### src/rtl/dtw_command_arbiter_if.sv
// rtl/dtw_command_arbiter_if.sv - engine-bank, training and command signals of the DTW command arbiter
interface dtw_command_arbiter_if #(
  parameter int N_WORDS = 8,
  parameter int SCORE_W = 27,
  parameter int SEL_W   = 4
);
  logic                         training_enable;
  logic [SEL_W-1:0]             training_select;
  logic [N_WORDS*SCORE_W-1:0]   dtw_score;
  logic [N_WORDS-1:0]           dtw_done;
  logic [SCORE_W-1:0]           noise_score;
  logic                         noise_done;
  logic [N_WORDS-1:0]           train;
  logic                         noise_train;
  logic [SEL_W-1:0]             command;
  logic                         command_valid;
  logic                         busy;

  // Side that drives the engine results and training controls.
  modport master (
    output training_enable, training_select, dtw_score, dtw_done, noise_score, noise_done,
    input  train, noise_train, command, command_valid, busy
  );

  // The arbiter itself.
  modport slave (
    input  training_enable, training_select, dtw_score, dtw_done, noise_score, noise_done,
    output train, noise_train, command, command_valid, busy
  );
endinterface

### src/rtl/dtw_command_arbiter.sv
// rtl/dtw_command_arbiter.sv - best-template scan against noise with margin, command pulse and train strobes
module dtw_command_arbiter #(
  parameter int N_WORDS  = 8,
  parameter int SCORE_W  = 27,
  parameter int SEL_W    = 4,
  parameter int CMD_BASE = 4,
  parameter int MARGIN   = 0
) (
  input  logic                  clock,
  input  logic                  reset,
  dtw_command_arbiter_if.slave  bus
);
  localparam int                IDX_W      = (N_WORDS > 1) ? $clog2(N_WORDS) : 1;
  localparam logic [IDX_W-1:0]  LAST_IDX   = IDX_W'(N_WORDS - 1);
  localparam logic [SEL_W-1:0]  CMD_BASE_V = SEL_W'(CMD_BASE);
  localparam logic [SCORE_W:0]  MARGIN_EXT = (SCORE_W + 1)'(MARGIN);

  // Command codes must fit in SEL_W bits and code 0 is reserved for "no command".
  if ((CMD_BASE + N_WORDS > (1 << SEL_W)) || (CMD_BASE == 0)) begin : g_bad_params
    $error("dtw_command_arbiter: CMD_BASE/N_WORDS do not fit in SEL_W or CMD_BASE is 0");
  end

  typedef enum logic [1:0] {IDLE, SCAN, DECIDE} state_t;

  state_t               state, state_d;
  logic                 all_done, all_done_q, start, abort, accept;
  logic [SCORE_W-1:0]   snap [N_WORDS];
  logic [SCORE_W-1:0]   noise_snap, best_val, cur_score;
  logic [IDX_W-1:0]     best_idx, idx;
  logic [N_WORDS-1:0]   train_q, train_d;
  logic                 noise_train_q, noise_train_d;
  logic [SEL_W-1:0]     command_q;
  logic                 command_valid_q;

  // A decision starts only on the rising edge of the combined done, never in training mode.
  assign all_done  = (&bus.dtw_done) & bus.noise_done;
  assign start     = all_done & ~all_done_q & ~bus.training_enable & (state == IDLE);
  assign abort     = bus.training_enable & (state != IDLE);
  assign cur_score = snap[idx];
  // One extra bit so best+MARGIN cannot wrap around and falsely beat the noise score.
  assign accept    = (({1'b0, best_val} + MARGIN_EXT) < {1'b0, noise_snap});

  assign bus.train         = train_q;
  assign bus.noise_train   = noise_train_q;
  assign bus.command       = command_q;
  assign bus.command_valid = command_valid_q;
  assign bus.busy          = (state != IDLE);

  // State register.
  always_ff @(posedge clock) begin
    if (reset) state <= IDLE;
    else       state <= state_d;
  end

  // Next-state logic; training mode pulls any scan back to idle.
  always_comb begin
    state_d = state;
    case (state)
      IDLE:    if (start) state_d = SCAN;
      SCAN:    if (abort) state_d = IDLE;
               else if (idx == LAST_IDX) state_d = DECIDE;
      DECIDE:  state_d = IDLE;
      default: state_d = IDLE;
    endcase
  end

  // Training select decode: 0 is noise, CMD_BASE.. maps to templates, anything else selects nothing.
  always_comb begin
    train_d       = '0;
    noise_train_d = 1'b0;
    if (bus.training_enable) begin
      if (bus.training_select == '0) noise_train_d = 1'b1;
      for (int i = 0; i < N_WORDS; i++) begin
        if (bus.training_select == SEL_W'(CMD_BASE + i)) train_d[i] = 1'b1;
      end
    end
  end

  // Snapshot, sequential minimum scan, decision pulse and registered train strobes.
  always_ff @(posedge clock) begin
    if (reset) begin
      all_done_q      <= 1'b0;
      train_q         <= '0;
      noise_train_q   <= 1'b0;
      command_q       <= '0;
      command_valid_q <= 1'b0;
      noise_snap      <= '0;
      best_val        <= '0;
      best_idx        <= '0;
      idx             <= '0;
      for (int i = 0; i < N_WORDS; i++) snap[i] <= '0;
    end else begin
      all_done_q      <= all_done;
      train_q         <= train_d;
      noise_train_q   <= noise_train_d;
      command_q       <= '0;
      command_valid_q <= 1'b0;
      case (state)
        IDLE: begin
          if (start) begin
            for (int i = 0; i < N_WORDS; i++) snap[i] <= bus.dtw_score[i*SCORE_W +: SCORE_W];
            noise_snap <= bus.noise_score;
            best_val   <= '1;
            best_idx   <= '0;
            idx        <= '0;
          end
        end
        SCAN: begin
          if (!abort) begin
            // Strict compare keeps the earliest index on ties.
            if (cur_score < best_val) begin
              best_val <= cur_score;
              best_idx <= idx;
            end
            idx <= idx + 1'b1;
          end
        end
        DECIDE: begin
          if (!abort) begin
            command_q       <= accept ? (CMD_BASE_V + SEL_W'(best_idx)) : '0;
            command_valid_q <= 1'b1;
          end
        end
        default: ;
      endcase
    end
  end
endmodule

### src/flat_wrapper.sv
// flat-port wrapper written by rule: the top's interface ports become plain ports
module dtw_command_arbiter_flat 
#(
  parameter int N_WORDS  = 8,
  parameter int SCORE_W  = 27,
  parameter int SEL_W    = 4,
  parameter int CMD_BASE = 4,
  parameter int MARGIN   = 0
)
  (clock, reset, bus_training_enable, bus_training_select, bus_dtw_score, bus_dtw_done, bus_noise_score, bus_noise_done, bus_train, bus_noise_train, bus_command, bus_command_valid, bus_busy);
  dtw_command_arbiter_if #(.N_WORDS(N_WORDS), .SCORE_W(SCORE_W), .SEL_W(SEL_W)) bus_i ();
  input  logic clock;
  input  logic reset;
  input wire logic [$bits(bus_i.training_enable)-1:0] bus_training_enable;
  input wire logic [$bits(bus_i.training_select)-1:0] bus_training_select;
  input wire logic [$bits(bus_i.dtw_score)-1:0] bus_dtw_score;
  input wire logic [$bits(bus_i.dtw_done)-1:0] bus_dtw_done;
  input wire logic [$bits(bus_i.noise_score)-1:0] bus_noise_score;
  input wire logic [$bits(bus_i.noise_done)-1:0] bus_noise_done;
  output wire logic [$bits(bus_i.train)-1:0] bus_train;
  output wire logic [$bits(bus_i.noise_train)-1:0] bus_noise_train;
  output wire logic [$bits(bus_i.command)-1:0] bus_command;
  output wire logic [$bits(bus_i.command_valid)-1:0] bus_command_valid;
  output wire logic [$bits(bus_i.busy)-1:0] bus_busy;
  assign bus_i.training_enable = bus_training_enable;
  assign bus_i.training_select = bus_training_select;
  assign bus_i.dtw_score = bus_dtw_score;
  assign bus_i.dtw_done = bus_dtw_done;
  assign bus_i.noise_score = bus_noise_score;
  assign bus_i.noise_done = bus_noise_done;
  assign bus_train = bus_i.train;
  assign bus_noise_train = bus_i.noise_train;
  assign bus_command = bus_i.command;
  assign bus_command_valid = bus_i.command_valid;
  assign bus_busy = bus_i.busy;
  dtw_command_arbiter #(.N_WORDS(N_WORDS), .SCORE_W(SCORE_W), .SEL_W(SEL_W), .CMD_BASE(CMD_BASE), .MARGIN(MARGIN)) u_core (.clock(clock), .reset(reset), .bus(bus_i));
endmodule
### config.mk
export PLATFORM = sky130hd
export DESIGN_NAME = dtw_command_arbiter_flat
export DESIGN_NICKNAME = d
export VERILOG_FILES = /design/src/rtl/dtw_command_arbiter_if.sv /design/src/rtl/dtw_command_arbiter.sv /design/src/flat_wrapper.sv
export SDC_FILE = /design/constraint.sdc
export NUM_CORES = 1
export LEC_CHECK = 0
export ABC_AREA = 1
export CORE_MARGIN = 5
export CORE_UTILIZATION = 36
export DETAILED_ROUTE_END_ITERATION = 6
export PLACE_DENSITY = 0.61
export SYNTH_ARGS = -nofsm -noshare
export SYNTH_HDL_FRONTEND = slang
export SYNTH_SLANG_ARGS = --single-unit
### constraint.sdc
create_clock -name clock -period 7.6 [get_ports clock]
set_input_delay 0.76 -clock clock [delete_from_list [all_inputs] [get_ports clock]]
set_output_delay 0.76 -clock clock [all_outputs]
set_load 0.02 [all_outputs]
==> flow_summary.ini <==
[cts]
ctsHoldBuffers = 0
clock_latency_ps = 520
clk_pin_slew_ps = 60
cts_root_buf = clkbuf_16
ctsResizeCount = 0
cts_setup_buffers = 0
cts_tree = done
htreeDepth = 2
cts_made_buffers = 34
clock-sinks = 296
clk_path_buf_depth = 3

[cells_and_area]
layout_commonest_cell = nor2_1
drive_gt1_share_pct = 3.68
multi_input_area_mm2 = 0.00458
final_cell_mix = 476 x nor2_1, 324 x inv_1, 272 x clkdlybuf4s50_1
final_core_util_pct = 46.7
area_growth_pct = 29.2
final_nets = 2194
fillCellCount = 3831
seqCellArea_mm2 = 0.00809

[timing]
max_freq_mhz = 233
final.setup.tns_ps = 0
period_share_pct = 56.4
slew_viol_final = 0
period_minus_slack_ps = 4290
tightestPinTransition_ps = 1160
finClkSkew_ps = 18.6
finalHoldViolations = 0
rsz0062_at_grt = no
slew_headroom_pct = 22.5
finalSetupViolations = 0

[setup_path]
required_ps = 8000
cpPeakStageDelay_ps = 680
critical_path_class = flop to flop
reg2reg_slack_ps = 3310
cp_slowest_cell = buf_4
cp-start-kind = flop
r2r_cells = 16
crit_chain = buf_4, o21ai_0, o22ai_1, nor2_1, a31oi_1, ha_1, a21oi_1, o21ai_0, nand2_1, o211ai_1, a31oi_1, nand2_2, nand2_4, nand3_1, nand2_1, nor2_1
path_max_fanout = 72
worstPathArrival_ps = 4690
crit_path_end_kind = flop
reg2reg_to = u_core.best_val[16]

[routing]
wirelength_mm = 39.6
drt_iter0_drc = 768
vias = 11400
met3WireLength_mm = 2.38
first_pass_iters = 5
drc_errors = 0
postRouteAntennaNets = 0
top_layer = met4
wl_met1_mm = 17.6
route.met2.wl_mm = 18.3
post_drt_wl_per_cell_um = 16.3
drt-vias-per-instance = 4.68

[synthesis]
synth.distinct_cells = 33
synth.area.top_cells = edfxtp_1 45%, nor2_1 13%, dfxtp_1 11%
synth_top_area_share_pct = 45.4
yosys_warnings = 0
postSynthCellCount = 1650
netlist_area_mm2 = 0.0143
syn_nets = 1963
synth-seq-cells = 296
ys_seq_area_share_pct = 56.6
yosys.area.top_type = edfxtp_1
avgSynthCellArea_um2 = 8.66

[place]
dp_hpwl_mm = 28.4
io_buffer_count = 273
gp_congestion = 0.899

[hold_path]
holdPathStages = 2
min_delay_worst_endpoint = u_core.noise_snap[14]
hold_start = u_core.noise_snap[14]
hold_path.class = flop to flop

[global_routing]
grt_pass1_vias = 11300
grt_max_degree = 191
grt_use_total_pct = 17.6
overflow = 0
grt_antenna_before_repair = 4
grt_pass1_wl_mm = 61.5

[floorplan]
num_rows = 73
ios = 274
start_util_pct = 36.1
coreArea_mm2 = 0.0395
die_width_um = 209
die_area_mm2 = 0.0438
die_h_um = 209

[pwr]
ir_worst_vdd_v = 0.000122
power_density_mw_per_mm2 = 197
p_leak_nw = 7.94

[status]
status = finished, final reports clean

[run]
maxCapViolations = 0
[kinds of logic after synthesis]
logic type,count (synthesis),synth area share (%)
simple gates,621,17.0
compound gates,264,10.1
flops,296,56.6
fa+ha+maj,54,4.73
buf+inv,415,11.5
[how the worst max path moves through the flow]
stage / from / endpoint / slack, ps / depth (start not counted)
4_1_cts: flop / u_core.best_val[6] / 3390 / 16
3_3_place_gp: reset / u_core.snap[3][17] / 2980 / 5
2_1_floorplan: bus_noise_done / u_core.snap[0][0] / 2920 / 7
5_1_grt: flop / u_core.best_val[5] / 2970 / 16
6_report: flop / u_core.best_val[16] / 3310 / 16
3_5_place_dp: reset / u_core.snap[2][19] / 2930 / 5
[layer usage]
layer / vias up / track usage [%]
li1: 5745 / -
met5: - / 0
met1: 5257 / 23.7
met3: 58 / 3.45
met4: 0 / 6.46
met2: 318 / 28.2
[flip-flops by register name (all words and copies together) (netlist names), named ones only]
name and cells:
u_core.bus.train 8, u_core.state 2, u_core.best_val 27, u_core.snap 216, u_core.bus.command_valid 1, u_core.noise_snap 27
u_core.bus.noise_train 1, u_core.idx 3, u_core.bus.command 4, u_core.best_idx 3, u_core.all_done_q 1
[critical path: cells and delay by family (launching register included)]
family / cells / cell delay [ps]
AOI/OAI and AO/OA: 7 / 1450
adders and majority gates: 1 / 360
and+or+nand+nor: 7 / 1020
DFF: 1 / 600
buffers and inverters: 1 / 680
[cells in the mapped netlist, drive strengths merged]
| cell | n |
|---|---|
| nor3 | 6 |
| nand4 | 4 |
| nor2 | 476 |
| a21oi | 62 |
| nand3 | 44 |
| o221ai | 1 |
| or2 | 1 |
| o41ai | 1 |
| dfxtp | 80 |
| a31oi | 27 |
| o31ai | 1 |
| nand2 | 87 |
| buf | 40 |
| clkbuf | 47 |
| nor4 | 3 |
| edfxtp | 216 |
| o21bai | 1 |
| o21a | 2 |
| o21ai | 115 |
| o22ai | 52 |
| ha | 54 |
| clkinv | 1 |
| o2111ai | 1 |
| o211ai | 1 |
| inv | 327 |
[per-stage QoR]
| stage | setup slack (ps) | hold WS (ps) | cells | instance area [µm²] | power [mW] |
|---|---|---|---|---|---|
| 6_report | 3310 | 480 | 2433 | 18500 | 3.64 |
| 5_1_grt | 2970 | 502 | 2432 | 18500 | 3.77 |
| 4_1_cts | 3390 | 482 | 2429 | 18500 | 3.68 |
| 2_1_floorplan | 2920 | 408 | 1650 | 14300 | 1.92 |
| 3_3_place_gp | 2980 | 459 | 2370 | 17400 | 2.10 |
| 3_5_place_dp | 2930 | 468 | 2370 | 17400 | 2.10 |
[final cells by class]
| cell class | count | area share, % |
|---|---|---|
| diodes | 4 | 0.0542 |
| clock inverters | 17 | 0.847 |
| inverters | 328 | 6.68 |
| well taps | 525 | 3.56 |
| flip-flops and latches | 296 | 43.8 |
| multi-input cells | 939 | 24.8 |
| repair buffers | 282 | 15.3 |
| clock buffers | 42 | 4.89 |
[power breakdown]
part	leakage [nW]	total [mW]	switching, mW	internal [mW]
Combinational	4.56	0.268	0.117	0.151
Clock	0.523	1.57	0.630	0.942
Sequential	2.86	1.80	0.0140	1.78
Note: power is estimated with default switching activity, not from simulation.
